<file path="src/rtl/byteblast_pkg.sv">
// byteblast_pkg
// Shared definitions for the byteblast fetch path: default widths, the
// opcode bit that flags a two-byte instruction, and the ifetch state type.
package byteblast_pkg;

    localparam int BB_ADDR_W      = 8;
    localparam int BB_DATA_W      = 8;
    localparam int BB_OPERAND_BIT = 7;

    typedef enum logic [1:0] {
        IDLE    = 2'd0,
        OP_REQ  = 2'd1,
        ARG_REQ = 2'd2,
        DONE    = 2'd3
    } ifetch_state_e;

endpackage

</file>
<file path="src/rtl/pc_8bit.sv">
// pc_8bit
// Program counter register with asynchronous active-low reset.
// load_i takes priority and loads load_addr_i; inc_i advances by one,
// wrapping modulo 2^ADDR_W.
//   clk          in   system clock, rising edge
//   rst_n        in   async active-low reset, loads RESET_PC
//   load_i       in   load load_addr_i on the next edge
//   load_addr_i  in   load target
//   inc_i        in   increment on the next edge
//   pc_o         out  current program counter
module pc_8bit #(
    parameter int                ADDR_W   = 8,
    parameter logic [ADDR_W-1:0] RESET_PC = '0
) (
    input  logic              clk,
    input  logic              rst_n,
    input  logic              load_i,
    input  logic [ADDR_W-1:0] load_addr_i,
    input  logic              inc_i,
    output logic [ADDR_W-1:0] pc_o
);

    logic [ADDR_W-1:0] pc_q;
    logic [ADDR_W-1:0] pc_d;

    always_comb begin
        pc_d = pc_q;
        if (load_i) begin
            pc_d = load_addr_i;
        end else if (inc_i) begin
            pc_d = pc_q + {{(ADDR_W-1){1'b0}}, 1'b1};
        end
    end

    always_ff @(posedge clk or negedge rst_n) begin
        if (!rst_n) begin
            pc_q <= RESET_PC;
        end else begin
            pc_q <= pc_d;
        end
    end

    assign pc_o = pc_q;

endmodule

</file>
<file path="src/rtl/ifetch_8bit.sv">
// ifetch_8bit
// Instruction fetch unit sitting behind the fde_8bit phase sequencer.
// Reads an opcode (and an operand when the opcode flags one) from program
// memory over a req/ack handshake and stalls the sequencer in its fetch
// phase until the instruction register is complete.
//   clk, rst_n            clock and async active-low reset
//   fetch/decode/execute  phase levels from fde_8bit (decode unused here)
//   jump_en, jump_addr    branch request, honoured in IDLE during execute
//   mem_req/mem_addr      program-memory read request and address (= pc)
//   mem_ack/mem_rdata     read completion with same-cycle data
//   fde_enable            low stalls the sequencer
//   pc                    program counter
//   ir_opcode/ir_operand  instruction register
//   ir_valid              instruction register holds a complete instruction
//
// state   | meaning
// IDLE    | waiting for the fetch phase; jumps accepted here
// OP_REQ  | requesting the opcode byte at pc
// ARG_REQ | requesting the operand byte at pc
// DONE    | instruction complete; release the sequencer until fetch drops
module ifetch_8bit
    import byteblast_pkg::*;
#(
    parameter int                ADDR_W      = BB_ADDR_W,
    parameter int                DATA_W      = BB_DATA_W,
    parameter logic [ADDR_W-1:0] RESET_PC    = '0,
    parameter int                OPERAND_BIT = BB_OPERAND_BIT
) (
    input  logic              clk,
    input  logic              rst_n,
    input  logic              fetch,
    input  logic              decode,
    input  logic              execute,
    input  logic              jump_en,
    input  logic [ADDR_W-1:0] jump_addr,
    output logic              mem_req,
    output logic [ADDR_W-1:0] mem_addr,
    input  logic              mem_ack,
    input  logic [DATA_W-1:0] mem_rdata,
    output logic              fde_enable,
    output logic [ADDR_W-1:0] pc,
    output logic [DATA_W-1:0] ir_opcode,
    output logic [DATA_W-1:0] ir_operand,
    output logic              ir_valid
);

    ifetch_state_e     state_q;
    logic [DATA_W-1:0] ir_opcode_q;
    logic [DATA_W-1:0] ir_operand_q;
    logic              ir_valid_q;
    logic              mem_req_q;
    logic              fetched_q;

    logic              pc_load;
    logic              pc_inc;
    logic              xfer;
    logic              unused_decode;

    assign unused_decode = decode;

    // mem_req_q is only ever high in OP_REQ/ARG_REQ, so gating the ack with
    // it both drops stray acks and marks exactly one transfer per ack.
    assign xfer    = mem_req_q && mem_ack;
    assign pc_inc  = xfer;
    // fetch takes precedence over a (malformed) simultaneous execute phase.
    assign pc_load = (state_q == IDLE) && !fetch && execute && jump_en;

    pc_8bit #(
        .ADDR_W   (ADDR_W),
        .RESET_PC (RESET_PC)
    ) u_pc (
        .clk         (clk),
        .rst_n       (rst_n),
        .load_i      (pc_load),
        .load_addr_i (jump_addr),
        .inc_i       (pc_inc),
        .pc_o        (pc)
    );

    always_ff @(posedge clk or negedge rst_n) begin
        if (!rst_n) begin
            state_q      <= IDLE;
            ir_opcode_q  <= '0;
            ir_operand_q <= '0;
            ir_valid_q   <= 1'b0;
            mem_req_q    <= 1'b0;
            fetched_q    <= 1'b0;
        end else begin
            case (state_q)
                IDLE: begin
                    if (fetch) begin
                        state_q    <= OP_REQ;
                        ir_valid_q <= 1'b0;
                        mem_req_q  <= 1'b1;
                    end
                end
                OP_REQ: begin
                    if (xfer) begin
                        ir_opcode_q <= mem_rdata;
                        if (mem_rdata[OPERAND_BIT]) begin
                            // back-to-back: request stays high into ARG_REQ
                            state_q <= ARG_REQ;
                        end else begin
                            state_q    <= DONE;
                            mem_req_q  <= 1'b0;
                            fetched_q  <= 1'b1;
                            ir_valid_q <= 1'b1;
                        end
                    end
                end
                ARG_REQ: begin
                    if (xfer) begin
                        ir_operand_q <= mem_rdata;
                        state_q      <= DONE;
                        mem_req_q    <= 1'b0;
                        fetched_q    <= 1'b1;
                        ir_valid_q   <= 1'b1;
                    end
                end
                DONE: begin
                    if (!fetch) begin
                        state_q   <= IDLE;
                        fetched_q <= 1'b0;
                    end
                end
                default: begin
                    state_q   <= IDLE;
                    mem_req_q <= 1'b0;
                    fetched_q <= 1'b0;
                end
            endcase
        end
    end

    assign mem_req    = mem_req_q;
    assign mem_addr   = pc;
    assign fde_enable = !fetch || fetched_q;
    assign ir_opcode  = ir_opcode_q;
    assign ir_operand = ir_operand_q;
    assign ir_valid   = ir_valid_q;

endmodule

</file>
<file path="config.mk">
export PLATFORM = sky130hd
export DESIGN_NAME = ifetch_8bit
export DESIGN_NICKNAME = d
export VERILOG_FILES = /design/src/rtl/byteblast_pkg.sv /design/src/rtl/pc_8bit.sv /design/src/rtl/ifetch_8bit.sv
export SDC_FILE = /design/constraint.sdc
export NUM_CORES = 1
export LEC_CHECK = 0
export CAP_MARGIN = 10
export CORE_UTILIZATION = 39
export DETAILED_ROUTE_END_ITERATION = 7
export PLACE_DENSITY = 0.76
export SETUP_SLACK_MARGIN = 0.4
export SLEW_MARGIN = 20
export SYNTH_ARGS = -nofsm -noshare
export SYNTH_HDL_FRONTEND = slang
export SYNTH_SLANG_ARGS = --single-unit
</file>
<file path="constraint.sdc">
create_clock -name clk -period 1.7 [get_ports clk]
set_input_delay 0.17 -clock clk [delete_from_list [all_inputs] [get_ports clk]]
set_output_delay 0.17 -clock clk [all_outputs]
set_load 0.02 [all_outputs]
</file>
# [After elaboration in Yosys (flattened, before gate mapping)]
# Index checks and enable logic that the tools add are counted.
[op_classes] addsub=1 n_eq_ne=8 mux=20 reduce_logical=15
[ops] cell="two-way mux 8 bit" n=2
[ops] cell="two-way mux 1 bit" n=10
[ops] cell="inequality test 2 bit, second input constant" n=5
[ops] cell="AND reduction 5 bit" n=2
[ops] cell="one-hot mux 1 bit (3 select lines)" n=3
[ops] cell="adder 8 x 1 -> 8 bit, second input constant" n=1
[ops] cell="two-way mux 2 bit" n=4
[ops] cell="one-hot mux 2 bit (4 select lines)" n=1
[ops] cell="nonzero test 3 bit" n=2
[ops] cell="== test 2 bit, second input constant" n=2
[ops] cell="logical AND 1 bit" n=4
[ops] cell="AND reduction 2 bit" n=2
[ops] cell="AND reduction 4 bit" n=1
[ops] cell="== test 2 x 1 -> 1 bit, second input constant" n=1
[ops] cell="logical NOT 2 bit" n=1
[ops] cell="nonzero test 2 bit" n=1
[ops] cell="logical NOT 1 bit" n=1
[ops] cell="logical OR 1 bit" n=1
[word_totals] ff_bits=29 input_bits=23

# [Longest topological paths before layout]
[depth] depth_word=5 depth_mapped=7

# [Hierarchy]
# From an unflattened synthesis, not the netlist that was laid out.
[hier_totals] cells_unflattened=126 hier_area_um2=1436.4
[modules_own_cells] mod="ifetch_8bit" instances=1 cells_each=77 area_each_um2=985.9
[modules_own_cells] mod="pc_8bit" instances=1 cells_each=49 area_each_um2=450.4

# [Least setup slack after synthesis]
# OpenSTA, ideal clock, no wires.
[synth_path] path_type="register -> register" start="register state_q[0]" end="register ir_valid_q, in the netlist ir_valid" setup_time_ps=128 arrival_time_ps=1573 path_slack_ps=0 stages_incl_launch_ff=7 n_path_buf=0 path_cell_list="dfrtp_1 > inv_1 > ha_1 > and2b_4 > a2111oi_4 > nor2_1 > mux2_1"
[synth_via] elab_chain_len=3 word_cells_on_any_way=10 classes_between="eq/ne (6); mux (1); reduce/logical (3)"
[synth_rtl] item="from (decl)" line="ifetch_8bit.sv:47" source="ifetch_state_e state_q;"
[synth_rtl] item="from (signal assigned)" line="ifetch_8bit.sv:82" source="state_q <= IDLE;"
[synth_rtl] item="from (signal assigned)" line="ifetch_8bit.sv:92" source="state_q <= OP_REQ;"
[synth_rtl] item="from (signal assigned)" line="ifetch_8bit.sv:102" source="state_q <= ARG_REQ;"
[synth_rtl] item="== test 2 x 1 -> 1 bit, or another cell as far along" line="ifetch_8bit.sv:89" source="case (state_q)"
[synth_rtl] item="inequality test 2 bit (no source line) or nonzero test 3 bit (tied branches)"
[synth_rtl] item="AND reduction 5 bit (no source line)"
[synth_rtl] item="to (signal assigned)" line="ifetch_8bit.sv:85" source="ir_valid_q <= 1'b0;"
[synth_rtl] item="to (signal assigned)" line="ifetch_8bit.sv:93" source="ir_valid_q <= 1'b0;"
[synth_rtl] item="to (signal assigned)" line="ifetch_8bit.sv:107" source="ir_valid_q <= 1'b1;"
[synth_rtl] item="to (decl)" line="ifetch_8bit.sv:50" source="logic ir_valid_q;"
# Parallel ways exist; a longest one is shown, timed or not.
# A chain may end at the register's enable or synchronous reset.

# [Final worst setup path]
[layout_path] start="register state_q[0]" end="register state_q[1]"
[layout_via] elab_chain_len=3 word_cells_on_any_way=10 classes_between="eq/ne (7); mux (1); reduce/logical (2)"
[layout_rtl] item="== test 2 x 1 -> 1 bit, or another cell as far along" line="ifetch_8bit.sv:89"
[layout_rtl] item="inequality test 2 bit (no source line)"
[layout_rtl] item="AND reduction 4 bit (no source line)"
# Parallel ways exist; a longest one is shown, timed or not.

==> flow_metrics.env <==
export IMPL_final_period_minus_worst_setup_slack_ns=1.61
export IMPL_slowest_stage="sky130_fd_sc_hd__dfrtp_2"
export IMPL_number_of_antenna_violations_at_the_first_check_in_global_routing=0
export IMPL_cts_root_buffer_cell="sky130_fd_sc_hd__clkbuf_8"
export IMPL_finClkSkew_ns=0.00444
export IMPL_rsz0062_at_grt="yes"
export IMPL_dpl_instance_area_um2=2080
export IMPL_postSynthRegisterBits=29
export IMPL_timing_final_crit_share_pct=95.0
export IMPL_timing_rr_start="state_q[0]"
export IMPL_final_setup_viol_count=0
export IMPL_r2r_end="state_q[1]"
export IMPL_ios=58
export IMPL_grt_pass1_wl_um=6150
export IMPL_fp_dieH_um=63.5
export IMPL_min_delay_path_class="input port to asynchronous set/reset pin"
export IMPL_cts_clk_slew_worst_paths_ns=0.06
export IMPL_worstRegToRegCells=6
export IMPL_floorplan_initialDensity_pct=42.6
export IMPL_worst_setup_path_category="flop to flop"
export IMPL_place_congestion=0.888
export IMPL_worstSetupPathDepth=6
export IMPL_rows=21
export IMPL_cts_sinks=29
export IMPL_port_buffer_count=56
export IMPL_maxCapViolCount=0
export IMPL_design_die_area_um2=4040
export IMPL_synthesis_yosys_warnings=0
export IMPL_design_area_um2=2500
export IMPL_postRouteAntennaNets=0
export IMPL_slew_viol_final=0
export IMPL_synth_lib_cells_used_distinct=30
export IMPL_total_leakage_power_nw=1.09
export IMPL_total_number_of_vias=1234
export IMPL_cts_hold_buffers_added=0
export IMPL_clock_tree_htree_level_count=2
export IMPL_ratio_of_routed_vias_to_standard_cells=4.98
export IMPL_ir_worst_vdd_uv=1090
export IMPL_critPathMaxStageDelay_ns=0.43
export IMPL_run_status="finished clean"
export IMPL_slew_headroom_pct=75.2
export IMPL_path_delay_family="flip-flops"
export IMPL_synth_cells=129
export IMPL_layout_drive_gt1_share_pct=40.1
export IMPL_number_of_cts_inserted_buffers=5
export IMPL_dpl_worst_slack_ns=-0.0363
export IMPL_cp_num_buf_inv=1
export IMPL_setup_reg_to_reg_worst_slack_ns=0.09
export IMPL_route_detailed_wl_per_inst_um=15.0
export IMPL_initialDrtViolationCount=48
export IMPL_detailedRoute_firstPassIterationCount=4
export IMPL_cp_required_ns=1.86
export IMPL_post_synth_instance_area_um2=1480
export IMPL_synth_seq_area_share_pct=49.2
export IMPL_crit_fanout=5
export IMPL_globalRouteTotalUtil_pct=20.0
export IMPL_dp_final_hpwl_um=2310
export IMPL_timing_hold_violations_final=0
export IMPL_cellPowerDensity_nw_per_um2=2020
export IMPL_antenna_cells_inserted=0
export IMPL_residual_overflow_from_global_routing=0
export IMPL_clock_tree_buffer_depth=2
export IMPL_start_kind="flop"
export IMPL_crit_path_cell_chain="buf_6 -> ha_1 -> nand2_2 -> o21ai_4 -> nor2_2 -> mux2_2"
export IMPL_endpoint_kind="flop"
export IMPL_avgSynthCellArea_um2=11.4
export IMPL_tightest_pin_transition_ns=0.371
export IMPL_postSynthNetCount=159
export IMPL_die_width_um=63.5
export IMPL_pin_count_of_the_biggest_net_entering_global_routing=30
export IMPL_core_area_um2=3470
export IMPL_totalWireLength_um=3720
export IMPL_postLayoutCoreUtil_pct=72.2
export IMPL_crit_arrival_ns=1.77
export IMPL_grt_pass1_vias=1303
export IMPL_syn2layout_area_growth_pct=69.7
export IMPL_nets=231
export IMPL_max_freq_mhz=619
export IMPL_drc_violations=0
export IMPL_worst_slack_ns=0.0850
export IMPL_clk_insertion_delay_late_ns=0.27
export IMPL_cts_tree="done"
cells by family (layout without fill, tap and decap cells):
family	Yosys count	in the layout	share of synthesized area [%]
AO/OA/AOI/OAI	16	16	8.48
XOR/XNOR	7	7	4.15
adder cells (fa/ha/maj)	7	7	5.93
buffers and inverters	15	88	6.44
flip-flops	29	29	49.2
multiplexers	19	19	14.4
AND/OR/NAND/NOR	36	36	11.4
cells in the final DEF (no fill, tap or decap), types with 4 or more instances in the layout:
master and instances:
sky130_fd_sc_hd__a21oi_2 4, sky130_fd_sc_hd__buf_4 12, sky130_fd_sc_hd__buf_6 5, sky130_fd_sc_hd__clkbuf_8 5, sky130_fd_sc_hd__clkdlybuf4s50_1 21, sky130_fd_sc_hd__dfrtp_1 27
sky130_fd_sc_hd__dlygate4sd2_1 35, sky130_fd_sc_hd__ha_4 4, sky130_fd_sc_hd__mux2_2 9, sky130_fd_sc_hd__mux2_4 9, sky130_fd_sc_hd__nand2_1 6, sky130_fd_sc_hd__nor2_2 4
sky130_fd_sc_hd__nor2_4 7, sky130_fd_sc_hd__xnor2_1 5
routing by layer:
metal	wire length, um	track usage, %	part of all wire, %
met2	1880	34.4	51
met1	1590	21.6	43
met3	182	6.88	4.9
met4	66	9.38	1.8
met5	0	0	0
synthesized netlist by cell type:
cell,count,area [um2]
sky130_fd_sc_hd__inv_1,5,18.8
sky130_fd_sc_hd__buf_6,1,11.3
sky130_fd_sc_hd__mux2_2,17,191
sky130_fd_sc_hd__mux2i_1,1,10.0
sky130_fd_sc_hd__o21ai_2,1,8.76
sky130_fd_sc_hd__a21oi_1,7,35.0
sky130_fd_sc_hd__ha_1,7,87.6
sky130_fd_sc_hd__o2bb2ai_1,1,8.76
sky130_fd_sc_hd__a211oi_1,1,7.51
sky130_fd_sc_hd__o22a_1,1,8.76
sky130_fd_sc_hd__xnor2_1,5,43.8
sky130_fd_sc_hd__nand2_2,3,18.8
sky130_fd_sc_hd__nand2_1,7,26.3
sky130_fd_sc_hd__a2bb2oi_1,1,8.76
sky130_fd_sc_hd__xor2_1,2,17.5
sky130_fd_sc_hd__nand4_1,1,6.26
sky130_fd_sc_hd__buf_4,8,60.1
sky130_fd_sc_hd__nor4_1,2,12.5
sky130_fd_sc_hd__o21ai_0,1,5.00
sky130_fd_sc_hd__and2b_4,1,10.0
sky130_fd_sc_hd__a2111oi_0,1,8.76
sky130_fd_sc_hd__a31oi_1,1,6.26
sky130_fd_sc_hd__nor2_1,14,52.6
sky130_fd_sc_hd__buf_2,1,5.00
sky130_fd_sc_hd__a2111oi_4,1,27.5
sky130_fd_sc_hd__nand3_1,4,20.0
sky130_fd_sc_hd__and2_2,1,7.51
sky130_fd_sc_hd__dfrtp_1,29,726
sky130_fd_sc_hd__nor3_1,3,15.0
sky130_fd_sc_hd__mux2_1,1,11.3
state kept, by name, indices dropped and copies added, names as in the netlist:
register / flops
u_pc.pc_o: 8
ir_operand: 8
state_q: 2
fetched_q: 1
mem_req: 1
ir_valid: 1
ir_opcode: 8
cell type report:
class / count / area, um2
sequential: 29 / 728
fill: 258 / 963
clock inverter: 2 / 10.0
multi-input combinational: 85 / 912
inverter: 5 / 21.3
clock buffer: 6 / 72.6
tap: 46 / 57.6
timing repair buffer: 75 / 703
worst max-delay path by stage:
stage / startpoint / end
detailed placement: mem_ack / ir_valid
global placement: mem_ack / ir_valid
finish: state_q[0] / state_q[1]
global route: state_q[0] / state_q[1]
CTS: state_q[0] / ir_valid
floorplan: state_q[0] / ir_valid
through the flow:
stage	hold slack (ns)	setup TNS, ns	power (mW)	std cells
after global placement	0.483	0	3.96	225
after CTS	0.289	0	4.60	242
after floorplan	-0.126	0	3.04	129
final	0.283	0	5.06	248
after detailed placement	0.494	-0.0363	4.04	225
after global routing	0.304	0	5.40	248
power breakdown:
part,total (mW),internal [mW],leakage (nW),switching [mW]
clock,0.526,0.283,0.0450,0.243
combinational,3.20,1.61,0.703,1.59
sequential,1.34,1.06,0.339,0.286
total,5.06,2.95,1.09,2.12
what timing repair did:
| action | CTS | global route |
|---|---|---|
| setup buffers | 8 | 6 |
| pin swaps | 5 | 5 |
| cloned | 1 | 0 |
| endpoints found under the setup margin | 64 | 29 |
| gates resized for setup | 58 | 36 |
No activity file was read; power rests on OpenSTA's default activity.
